--- src/rtl/tap_pkg.sv ---
// Shared definitions for the TAP deck sequencer and the playback engine.
package tap_pkg;

    localparam int ADDR_W = 16;
    localparam int PAUSE_W = 22;
    localparam int unsigned PAUSE_CYCLES_DEF = 3500000;

    // Engine bit timing in clock cycles at 3.5 MHz
    localparam int unsigned PILOT_PULSE = 2168;
    localparam int unsigned PILOT_HDR = 8063;
    localparam int unsigned PILOT_DATA = 3223;
    localparam int unsigned SYNC1_PULSE = 667;
    localparam int unsigned SYNC2_PULSE = 735;
    localparam int unsigned BIT0_PULSE = 855;
    localparam int unsigned BIT1_PULSE = 1710;

    typedef enum logic [3:0] {
        ST_IDLE,
        ST_HDR_LO,
        ST_HDR_HI,
        ST_HDR_CAP,
        ST_CHECK,
        ST_START,
        ST_PLAY,
        ST_PAUSE,
        ST_END
    } deck_state_e;

    typedef enum logic [1:0] {
        CLS_HOST,
        CLS_HDR,
        CLS_PLAY
    } mem_cls_e;

    function automatic mem_cls_e state_class(input deck_state_e s);
        mem_cls_e c;
        c = CLS_HDR;
        if (s == ST_IDLE || s == ST_END) c = CLS_HOST;
        if (s == ST_PLAY) c = CLS_PLAY;
        return c;
    endfunction

endpackage

--- src/rtl/tap_mem_mux.sv ---
// Tape memory port mux: host loader, deck header reads or playback engine.
module tap_mem_mux
    import tap_pkg::*;
(
    input  mem_cls_e          cls_i,
    input  logic [ADDR_W-1:0] host_addr_i,
    input  logic              host_req_i,
    input  logic [ADDR_W-1:0] hdr_addr_i,
    input  logic [ADDR_W-1:0] play_addr_i,
    output logic [ADDR_W-1:0] mem_addr_o,
    output logic              host_gnt_o
);

    always_comb begin
        mem_addr_o = hdr_addr_i;
        host_gnt_o = 1'b0;
        unique case (cls_i)
            CLS_HOST: begin
                mem_addr_o = host_addr_i;
                host_gnt_o = host_req_i;
            end
            CLS_PLAY: mem_addr_o = play_addr_i;
            default: ;
        endcase
    end

endmodule

--- src/rtl/tap_deck.sv ---
// TAP block sequencer: walks block headers, launches the engine,
// inserts inter-block pauses and shares the tape RAM with the host.
module tap_deck
    import tap_pkg::*;
#(
    parameter int unsigned PAUSE_CYCLES = PAUSE_CYCLES_DEF
) (
    input  logic              clock,
    input  logic              reset_n,
    input  logic              cmd_play,
    input  logic              cmd_stop,
    input  logic              cmd_rewind,
    input  logic [ADDR_W-1:0] image_len,
    output logic [ADDR_W-1:0] mem_address,
    input  logic [7:0]        mem_data,
    output logic              mem_we,
    input  logic              host_req,
    output logic              host_gnt,
    input  logic [ADDR_W-1:0] host_address,
    input  logic              host_we,
    output logic              pl_start,
    output logic              pl_abort,
    output logic [ADDR_W-1:0] pl_addr,
    output logic [ADDR_W-1:0] pl_len,
    input  logic [ADDR_W-1:0] pl_rd_addr,
    input  logic              pl_done,
    output logic              playing,
    output logic              at_end,
    output logic              trunc_err,
    output logic [7:0]        block_num
);

    deck_state_e        state_q, state_d;
    logic [ADDR_W-1:0]  cur_ptr_q, cur_ptr_d;
    logic [ADDR_W-1:0]  img_q, img_d;
    logic [ADDR_W-1:0]  len_q, len_d;
    logic [PAUSE_W-1:0] pause_q, pause_d;
    logic [7:0]         block_q, block_d;
    logic               trunc_q, trunc_d;
    logic               abort_q, abort_d;
    logic [ADDR_W-1:0]  pl_addr_q, pl_addr_d;
    logic [ADDR_W-1:0]  pl_len_q, pl_len_d;

    // 17-bit sums so a block near the top of memory cannot wrap
    logic [ADDR_W:0] ptr2, ptr4, ptr_end, img_x, img_in_x;
    logic            active, engine_live, play_ok;
    logic [ADDR_W-1:0] hdr_addr;

    assign ptr2     = {1'b0, cur_ptr_q} + (ADDR_W+1)'(2);
    assign ptr4     = {1'b0, cur_ptr_q} + (ADDR_W+1)'(4);
    assign ptr_end  = ptr2 + {1'b0, len_q};
    assign img_x    = {1'b0, img_q};
    assign img_in_x = {1'b0, image_len};

    assign active = (state_q != ST_IDLE) && (state_q != ST_END);
    assign engine_live = (state_q == ST_START) || (state_q == ST_PLAY);
    assign play_ok = cmd_play && !cmd_stop && !cmd_rewind && !host_req;

    always_comb begin
        state_d   = state_q;
        cur_ptr_d = cur_ptr_q;
        img_d     = img_q;
        len_d     = len_q;
        pause_d   = pause_q;
        block_d   = block_q;
        trunc_d   = trunc_q;
        abort_d   = 1'b0;
        pl_addr_d = pl_addr_q;
        pl_len_d  = pl_len_q;
        unique case (state_q)
            ST_IDLE: begin
                if (play_ok) begin
                    img_d = image_len;
                    state_d = (ptr2 > img_in_x) ? ST_END : ST_HDR_LO;
                end
            end
            ST_HDR_LO: state_d = ST_HDR_HI;
            ST_HDR_HI: begin
                len_d[7:0] = mem_data;
                state_d = ST_HDR_CAP;
            end
            ST_HDR_CAP: begin
                len_d[15:8] = mem_data;
                state_d = ST_CHECK;
            end
            ST_CHECK: begin
                if (len_q == '0) begin
                    cur_ptr_d = ptr2[ADDR_W-1:0];
                    state_d = (ptr4 > img_x) ? ST_END : ST_HDR_LO;
                end else if (ptr_end > img_x) begin
                    trunc_d = 1'b1;
                    state_d = ST_END;
                end else begin
                    pl_addr_d = ptr2[ADDR_W-1:0];
                    pl_len_d = len_q;
                    state_d = ST_START;
                end
            end
            ST_START: state_d = ST_PLAY;
            ST_PLAY: begin
                if (pl_done) begin
                    cur_ptr_d = ptr_end[ADDR_W-1:0];
                    block_d = block_q + 8'd1;
                    pause_d = PAUSE_W'(PAUSE_CYCLES - 1);
                    state_d = ST_PAUSE;
                end
            end
            ST_PAUSE: begin
                if (pause_q == '0) begin
                    state_d = (cur_ptr_q == img_q) ? ST_END : ST_HDR_LO;
                end else begin
                    pause_d = pause_q - PAUSE_W'(1);
                end
            end
            ST_END: ;
            default: state_d = ST_IDLE;
        endcase

        // Stop beats rewind; either one overrides the normal flow above
        if (cmd_stop) begin
            if (active) begin
                state_d = ST_IDLE;
                cur_ptr_d = cur_ptr_q;
                block_d = block_q;
                trunc_d = trunc_q;
                abort_d = engine_live;
            end
        end else if (cmd_rewind) begin
            state_d = ST_IDLE;
            cur_ptr_d = '0;
            block_d = '0;
            trunc_d = 1'b0;
            abort_d = engine_live;
        end
    end

    always_ff @(posedge clock or negedge reset_n) begin
        if (!reset_n) begin
            state_q   <= ST_IDLE;
            cur_ptr_q <= '0;
            img_q     <= '0;
            len_q     <= '0;
            pause_q   <= '0;
            block_q   <= '0;
            trunc_q   <= 1'b0;
            abort_q   <= 1'b0;
            pl_addr_q <= '0;
            pl_len_q  <= '0;
        end else begin
            state_q   <= state_d;
            cur_ptr_q <= cur_ptr_d;
            img_q     <= img_d;
            len_q     <= len_d;
            pause_q   <= pause_d;
            block_q   <= block_d;
            trunc_q   <= trunc_d;
            abort_q   <= abort_d;
            pl_addr_q <= pl_addr_d;
            pl_len_q  <= pl_len_d;
        end
    end

    assign hdr_addr = (state_q == ST_HDR_LO) ? cur_ptr_q
                                             : cur_ptr_q + ADDR_W'(1);

    tap_mem_mux u_mux (
        .cls_i       (state_class(state_q)),
        .host_addr_i (host_address),
        .host_req_i  (host_req),
        .hdr_addr_i  (hdr_addr),
        .play_addr_i (pl_rd_addr),
        .mem_addr_o  (mem_address),
        .host_gnt_o  (host_gnt)
    );

    assign mem_we    = host_we & host_gnt;
    assign pl_start  = (state_q == ST_START);
    assign pl_abort  = abort_q;
    assign pl_addr   = pl_addr_q;
    assign pl_len    = pl_len_q;
    assign at_end    = (state_q == ST_END);
    assign trunc_err = trunc_q;
    assign block_num = block_q;
    assign playing   = (state_q == ST_HDR_LO) || (state_q == ST_HDR_HI) ||
                       (state_q == ST_HDR_CAP) || (state_q == ST_START) ||
                       (state_q == ST_PLAY) || (state_q == ST_PAUSE);

endmodule

--- config.mk ---
export PLATFORM = sky130hd
export DESIGN_NAME = tap_deck
export DESIGN_NICKNAME = d
export VERILOG_FILES = /design/src/rtl/tap_pkg.sv /design/src/rtl/tap_mem_mux.sv /design/src/rtl/tap_deck.sv
export SDC_FILE = /design/constraint.sdc
export NUM_CORES = 1
export LEC_CHECK = 0
export ABC_AREA = 1
export CAP_MARGIN = 40
export CORE_UTILIZATION = 45
export DETAILED_ROUTE_END_ITERATION = 10
export GPL_ROUTABILITY_DRIVEN = 0
export GPL_TIMING_DRIVEN = 0
export PLACE_DENSITY = 0.69
export RECOVER_POWER = 50
export SYNTH_ARGS = -nofsm -noshare
export SYNTH_HDL_FRONTEND = slang
export SYNTH_SLANG_ARGS = --single-unit
--- constraint.sdc ---
create_clock -name clock -period 5.2 [get_ports clock]
set_input_delay 1.3 -clock clock [delete_from_list [all_inputs] [get_ports clock]]
set_output_delay 1.3 -clock clock [all_outputs]
set_load 0.02 [all_outputs]
==> results.json <==
{
  "status": "complete, but fails checks",
  "violations": "max-capacitance violations, max-slew violations",
  "cts_max_path_buffers": 2,
  "io_pins": 127,
  "period_needed_ns": 5.00,
  "rows": 50,
  "area_delta_synth_final_pct": 27.0,
  "fin_cells": 1620,
  "synth_area_um2": 8750,
  "yosys.area.top_type": "dfrtp_1",
  "clockRootBuffer": "clkbuf_16",
  "worst-path-buf-inv": 6,
  "leakagePower_nw": 5.43,
  "synth-main-ff-cell": "dfrtp_1",
  "grt_antenna_before_repair": 0,
  "worstSetupPathType": "flip-flop to flip-flop",
  "synth_edf_count": 0,
  "crit_slowest_cell": "dfrtp_2",
  "final_util": 0.588,
  "syn_avg_cell_area_um2": 7.33,
  "synth_cells": 1193,
  "dp_hpwl_um": 21900,
  "port_buffers": 126,
  "final_net_count": 1486,
  "initial_core_util": 0.463,
  "drt_iter0_markers": 806,
  "grt_pass1_wl_um": 44100,
  "grt-ovfl-total": 0,
  "maxSlewHeadroom": -0.425,
  "yosysUniqueCellTypes": 51,
  "htreeDepth": 4,
  "irDropWorstVdd_mv": 0.216,
  "max_freq_mhz": 200,
  "numCtsBuffers": 17,
  "clk_latency_ns": 0.43,
  "route.detailed.drc": 0,
  "setup_viol": 0,
  "synth.most_common_cell": "nand2_1",
  "core_region_area_um2": 18900,
  "drive_above_1_share": 0.0890,
  "powerDensity_nw_per_um2": 279,
  "clk_pin_slew_ns": 0.06,
  "regArea_um2": 2910,
  "grt_pass1_vias": 8155,
  "seq_area_frac_synth": 0.332,
  "path_common_cell": "nand2_1",
  "grt_usage": 0.289,
  "syn-num-nets": 1332,
  "vias_per_cell": 5.46,
  "clock_skew_ns": 0.0140,
  "power.total_mw": 3.10,
  "multi_input_area_um2": 5090,
  "n_fill_cell": 1790,
  "avgRoutedWirePerCell_um": 17.4,
  "async_flop_share": 1.00,
  "start_kind": "flip-flop",
  "fp.dieW_um": 141,
  "ys_top_cells_by_area": "dfrtp_1 (33%), nand2_1 (12%), ha_1 (11%)",
  "cp_max_fo": 10,
  "dp_cells": 1582,
  "final-hold-violation-count": 0,
  "postRouteAntennaNets": 0,
  "dieArea_um2": 20000,
  "diodes": 0,
  "cts_tree": "yes",
  "synth-seq-cells": 116,
  "synth_top_area_frac": 0.332,
  "drv_slew": 35,
  "whs_ns": 0.479,
  "clock-sinks": 116,
  "wl_um": 28200,
  "hp-class": "flip-flop to flip-flop",
  "worst_pin_slew_ns": 2.14,
  "grt_max_degree": 83,
  "synthTopCellsByCount": "nand2_1 (271), inv_1 (172), dfrtp_1 (116)",
  "period_share": 0.962,
  "die_h_um": 141,
  "drt-pass1-iter-count": 6,
  "crit_arrival_ns": 5.31,
  "max_cap_violations": 1,
  "cp.required_ns": 5.50,
  "via_count": 8839,
  "synth-warning-count": 0,
  "cpPeakStageDelay_ns": 0.53,
  "critical_path.top_delay_family": "compound AO/OA/AOI/OAI gates",
  "worst_setup_path_end_kind": "flip-flop"
}
## worst min-delay path, delay by kind of cell (launching register included)
family | cells | cell delay (ns)
AOI/OAI and AO/OA | 1 | 0.05
and+or+nand+nor | 1 | 0.06
DFF | 1 | 0.34
## through the flow
stage,TNS (ns),setup slack [ns],area [um^2]
2_1_floorplan,0,0.978,8750
3_3_place_gp,-237.61,-1.98,10300
3_5_place_dp,-12.94,-0.410,10400
4_1_cts,0,0.0256,11000
5_1_grt,-0.0706,-0.0201,11100
6_report,0,0.196,11100
## area by class of cell
type | count | share of cell area
well taps | 260 | 0.0293
clock inverters | 14 | 0.0137
repair buffers | 135 | 0.121
plain buffers | 28 | 0.0160
clock buffers | 18 | 0.0395
multi-input cells | 870 | 0.458
inverters | 179 | 0.0608
flip-flops and latches | 116 | 0.262
## layer usage
layer,vias up,part of all wire,GRT usage,wire (um)
met5,-,0,0,0
met4,0,0.037,0.131,1030
met3,70,0.095,0.0553,2670
met2,435,0.44,0.440,12400
met1,4074,0.43,0.398,12100
li1,4260,-,-,-
## registers in the layout, indices dropped and copies added (netlist names)
signal,cells
img_q,16
cur_ptr_q,16
pl_addr,16
pl_abort,1
block_num,8
pl_len,16
pause_q,22
state_q,4
len_q,16
trunc_err,1
## power by group
group / switching, mW / total (mW) / leakage (nW) / internal, mW
clock: 0.467 / 1.19 / 0.279 / 0.721
sequential: 0.0754 / 1.05 / 1.47 / 0.974
combinational: 0.530 / 0.865 / 3.68 / 0.335
## worst paths after layout
path | startpoint | endpoint | slack [ns] | cells after the start
min reg2reg | pl_len[9]$_DFFE_PN0P_ | pl_len[9]$_DFFE_PN0P_ | 0.48 | 2
min in group asynchronous | reset_n | cur_ptr_q[5]$_DFFE_PN0P_ | 1.49 | 1
max reg2reg | cur_ptr_q[1]$_DFFE_PN0P_ | pl_addr[12]$_DFFE_PN0P_ | 0.20 | 25
min | pl_len[9]$_DFFE_PN0P_ | pl_len[9]$_DFFE_PN0P_ | 0.48 | 2
max in group asynchronous | reset_n | cur_ptr_q[3]$_DFFE_PN0P_ | 2.34 | 1
max | cur_ptr_q[1]$_DFFE_PN0P_ | pl_addr[12]$_DFFE_PN0P_ | 0.20 | 25
## kinds of logic after synthesis
logic type / synth area share
compound gates: 0.169
xor+xnor: 0.0431
fa+ha+maj: 0.108
buf+inv: 0.0978
flops: 0.332
simple gates: 0.251
## repair_timing
item	in CTS	in global routing
setup buffers	0	6
endpoints found under the setup margin	36	36
gates cloned	0	0
hold buffers	0	0
gates resized for setup	9	16
pin swaps	0	2
## cells in the final DEF, fill, tap and decap left out, drive strengths merged, types with 5 or more instances in the layout
cell             n
xor2            34
o211ai           7
nand3           64
o21ai          127
xnor2            9
dlygate4sd3      5
o21a             5
clkdlybuf4s50  120
ha              74
a21oi           67
inv            179
clkinvlp         5
nor2           100
o22ai           13
buf             18
nand2          277
nor3            23
a21o             5
dfrtp          116
clkinv           7
clkbuf          37
nand4           28
Power figures use the tool's default switching activity.
